[config.mk]
export PLATFORM = sky130hd
export DESIGN_NAME = ysyx_24100005_ifu
export DESIGN_NICKNAME = d
export VERILOG_FILES = /design/src/rtl/ysyx_24100005_ifu.sv
export SDC_FILE = /design/constraint.sdc
export NUM_CORES = 1
export LEC_CHECK = 0
export BUFFER_PORTS_ARGS = -buffer_cell sky130_fd_sc_hd__clkbuf_2
export CAP_MARGIN = 20
export CELL_PAD_IN_SITES_DETAIL_PLACEMENT = 1
export CELL_PAD_IN_SITES_GLOBAL_PLACEMENT = 1
export CORE_MARGIN = 2
export CORE_UTILIZATION = 38
export CTS_CLUSTER_SIZE = 16
export DETAILED_ROUTE_END_ITERATION = 12
export PLACE_DENSITY_LB_ADDON = 0.1
export SETUP_SLACK_MARGIN = 0.15
export SLEW_MARGIN = 20
export SYNTH_ARGS = -nofsm -noshare
export SYNTH_HDL_FRONTEND = slang
export SYNTH_SLANG_ARGS = --single-unit
[constraint.sdc]
create_clock -name i_clk -period 2.25 [get_ports i_clk]
set_input_delay 0.225 -clock i_clk [delete_from_list [all_inputs] [get_ports i_clk]]
set_output_delay 0.225 -clock i_clk [all_outputs]
set_load 0.005 [all_outputs]
[src/rtl/ysyx_24100005_ifu.sv]
// rtl/ysyx_24100005_ifu.sv - instruction fetch unit: one AXI4-Lite-style read per fetch
// Outputs are registered or decoded from state; flushed fetches still complete on the bus.
module ysyx_24100005_ifu #(
  parameter int ADDR_W = 32,
  parameter int DATA_W = 32,
  parameter int CNT_W  = 32
) (
  input  logic              i_clk,
  input  logic              i_rst,
  input  logic [ADDR_W-1:0] i_pc,
  input  logic              i_pc_valid,
  input  logic              i_flush,
  output logic [DATA_W-1:0] o_inst,
  output logic              o_inst_valid,
  input  logic              i_inst_ready,
  output logic              o_fetch_err,
  output logic [ADDR_W-1:0] o_mem_araddr,
  output logic              o_mem_arvalid,
  input  logic              i_mem_arready,
  input  logic [DATA_W-1:0] i_mem_rdata,
  input  logic [1:0]        i_mem_rresp,
  input  logic              i_mem_rvalid,
  output logic              o_mem_rready,
  output logic [CNT_W-1:0]  o_fetch_cnt
);

  typedef enum logic [1:0] {S_IDLE, S_AR, S_R, S_HOLD} state_t;

  state_t              r_state;
  state_t              w_next;
  logic [DATA_W-1:0]   r_inst;
  logic                r_err;
  logic [ADDR_W-1:0]   r_araddr;
  logic                r_kill;
  logic [CNT_W-1:0]    r_cnt;
  logic                w_start;
  logic                w_misaligned;
  logic                w_discard;
  logic                w_deliver;

  assign w_start      = (r_state == S_IDLE) && !i_flush && i_pc_valid;
  assign w_misaligned = |i_pc[1:0];
  // A flush arriving in the same cycle as rvalid must also drop the data.
  assign w_discard    = r_kill || i_flush;
  assign w_deliver    = (r_state == S_HOLD) && i_inst_ready && !i_flush;

  always_ff @(posedge i_clk or negedge i_rst) begin
    if (!i_rst) begin
      r_state <= S_IDLE;
    end else begin
      r_state <= w_next;
    end
  end

  always_comb begin
    w_next = r_state;
    case (r_state)
      S_IDLE: if (w_start) w_next = w_misaligned ? S_HOLD : S_AR;
      S_AR:   if (i_mem_arready) w_next = S_R;
      S_R:    if (i_mem_rvalid) w_next = w_discard ? S_IDLE : S_HOLD;
      S_HOLD: if (i_flush || i_inst_ready) w_next = S_IDLE;
      default: w_next = S_IDLE;
    endcase
  end

  always_ff @(posedge i_clk or negedge i_rst) begin
    if (!i_rst) begin
      r_inst   <= '0;
      r_err    <= 1'b0;
      r_araddr <= '0;
      r_kill   <= 1'b0;
      r_cnt    <= '0;
    end else begin
      case (r_state)
        S_IDLE: begin
          if (w_start) begin
            r_araddr <= i_pc;
            if (w_misaligned) begin
              r_inst <= '0;
              r_err  <= 1'b1;
            end
          end
        end
        S_AR: begin
          if (i_flush) r_kill <= 1'b1;
        end
        S_R: begin
          if (i_mem_rvalid) begin
            if (!w_discard) begin
              r_inst <= i_mem_rdata;
              r_err  <= |i_mem_rresp;
            end
            r_kill <= 1'b0;
          end else if (i_flush) begin
            r_kill <= 1'b1;
          end
        end
        S_HOLD: begin
          if (w_deliver) r_cnt <= r_cnt + {{(CNT_W-1){1'b0}}, 1'b1};
        end
        default: r_kill <= 1'b0;
      endcase
    end
  end

  assign o_inst        = r_inst;
  assign o_fetch_err   = r_err;
  assign o_inst_valid  = (r_state == S_HOLD);
  assign o_mem_araddr  = r_araddr;
  assign o_mem_arvalid = (r_state == S_AR);
  assign o_mem_rready  = (r_state == S_R);
  assign o_fetch_cnt   = r_cnt;

endmodule

==> results.txt <==
Area growth syn-to-layout: 32.1%
Layout Cell Area excl Fill: 0.00583 mm^2
Outcome: finished clean
Layout cells sized above 1: 0.512
Worst setup EP type: register
Minimum clock period: 1980 ps
Setup Skew: 5.40 ps
Pwr dens: 1160 mW/mm^2
Placed instance area: 0.00548 mm^2
Hold Path Origin: i_pc[20]
Largest net degree at the start of global routing: 64
Clk Latency, worst-skew pair: 340 ps
Cell Count, Final, Fillers Out: 670
WL final: 11600 um
Top-area cell type share of the netlist area: 0.567
Post-DP HPWL: 8380 um
Final nets: 601
Worst-margin pin slew: 507 ps
Period utilization: 0.880
Initial antenna violation count: 0
Overflow after GRT: 0
Yosys warnings: 0
Setup crit start kind: register
Fin Hold WS: 110 ps
Synth area leader: dfrtp_1
CP max stage cell: dfrtp_1
Crit-path leading delay family: compound AO/OA/AOI/OAI gates
DRT antenna net count: 0
Post-Synthesis Cell Area: 0.00441 mm^2
Worst VDD drop: 0.000634 V
H-tree lvl count: 3
Overall die area: 0.0125 mm^2
Syn Nets: 425
Total Power: 6.76 mW
Fillers: 1253
Starting DRT DRC Count: 85
Top post-synthesis cells by area: dfrtp_1, mux2_2, nand4_1
Setup violators final: 0
Drt drc: 0
Crit-path cells: inv_1 -> ha_2 -> nand3b_1 -> buf_4 -> a2111oi_4 -> mux2i_1 -> a31oi_1
Hold Crit Class: input pin to register
Crit-path max FO: 5
Final hold violations: 0
Syn Area/Cell: 12.8 um^2
Overall routing resource usage: 0.194
Class of the most critical setup path: register to register
Die Wd: 112 um
Post-Synthesis Cells: 346
CP max stage delay: 430 ps
CTS root buf: clkbuf_16
First-pass GRT wire length: 19400 um
Setup Slack @ Placement: 223 ps
Slew HR: 0.662
Initial cell density of the core: 0.388
Row cnt: 39
Wire per inst: 17.3 um
Fin util: 0.513
Buffers & Inverters on Critical Path: 2
Max Buffers Root-to-Sink: 2
Clock-pin slew of the registers on the worst-case setup and hold paths: 70 ps
WP data arrival: 2200 ps
Min setup slack post-route: 270 ps
Synthesis-stage register bit count: 100
TritonCTS Sinks: 100
Reg2reg start: r_state[1]
Num CTS Buffers: 9
Die height: 112 um
CTS tree: yes
Crit. Startpoint: r_state[1]
Req. time, crit path: 2470 ps
Final GP Congestion: 0.774
Port buffer count: 172
Static leakage: 3.06 nW
Placed insts: 652
Max-slew violations: 0
Seq/Total Area, Yosys: 0.567
Via count: 3404
Max-cap viol count: 0
Diode count: 0
Setup TNS: 0 ps
RSZ-0062 raised after global routing: yes
Vias in the first global route: 3777
DRT Pass-1 Iters: 4
Number of vias per cell: 5.08
Boundary Pins: 173
Max Freq: 505 MHz
Synth unique cells: 41
Core box area: 0.0114 mm^2
cells in the mapped netlist, drive strengths merged:
cell type,n
a2111oi,1
a21bo,32
a21oi,1
a31oi,3
and3,3
and4,3
and4b,1
buf,8
clkbuf,11
dfrtp,100
ha,6
inv,10
mux2,34
mux2i,1
nand2,14
nand3,10
nand3b,2
nand4,38
nand4b,1
nor2,6
nor2b,2
nor3,9
nor3b,1
nor4,10
o211ai,1
o21ai,2
o31ai,1
or2,1
or3b,1
or4,2
xnor2,13
xor2,18
layout make-up:
class / instances / area, um^2 / area share
sequential: 100 / 2500 / 0.429
clock inverter: 5 / 60.1 / 0.0103
tap: 143 / 179 / 0.0307
multi-input combinational: 217 / 1830 / 0.314
inverter: 10 / 37.5 / 0.00644
timing repair buffer: 184 / 972 / 0.167
clock buffer: 11 / 253 / 0.0433
path summary, 6_finish.rpt:
kind / endpoint / slack (ps) / cells after the start
min reg2reg: o_fetch_cnt[31] / 480 / 1
max: r_state[1] / 270 / 7
max in group asynchronous: o_mem_araddr[21] / 1130 / 3
min: o_mem_araddr[20] / 110 / 2
min in group asynchronous: o_inst[29] / 420 / 2
max reg2reg: r_state[1] / 270 / 7
per-layer routing:
metal  GRT usage  up-vias  routed length (um)
met2       0.330       87                6140
met5           0        -                   0
met3      0.0506       16                 595
met4      0.0733        0                 215
met1       0.237     1700                4650
li1            -     1601                   -
cell families (layout without fill, tap and decap cells):
kind of cell | Yosys count | in the layout | synth area share
flops | 100 | 100 | 0.567
xor+xnor | 31 | 31 | 0.0615
fa+ha+maj | 6 | 6 | 0.0170
mux | 35 | 35 | 0.0890
compound gates | 41 | 41 | 0.0879
buf+inv | 29 | 210 | 0.0272
simple gates | 104 | 104 | 0.151
registers in the layout (all words and copies together), names as in the netlist:
name          cells
o_inst           32
r_state           2
o_mem_araddr     32
o_fetch_cnt      32
r_kill            1
o_fetch_err       1
placed cells by master, fill, tap and decap left out, types with 3 or more instances in the layout:
cell / netlist / routed
mux2_2: 33 / 33
ha_1: 6 / 5
dfrtp_1: 100 / 100
clkbuf_2: 0 / 171
and3_1: 3 / 3
inv_1: 10 / 10
xor2_1: 18 / 18
nor2_1: 6 / 6
xnor2_1: 13 / 13
nor4_2: 8 / 8
a21bo_1: 13 / 13
and4_1: 3 / 3
clkbuf_16: 0 / 9
nand4_1: 37 / 37
a21bo_2: 19 / 19
nor3_1: 9 / 9
buf_4: 0 / 10
nand2_1: 14 / 14
a31oi_1: 3 / 3
nand3_1: 9 / 8
where the power goes:
group	internal [mW]	total, mW	switching, mW
clock	0.925	1.60	0.680
sequential	2.37	2.71	0.342
combinational	1.25	2.44	1.19
repair_timing:
action	in CTS	in global routing
buffers inserted	0	1
hold endpoints to repair	37	0
gates resized for setup	0	5
endpoints found under the setup margin	0	41
hold buffers	1	0
(Power assumes the default switching activity.)
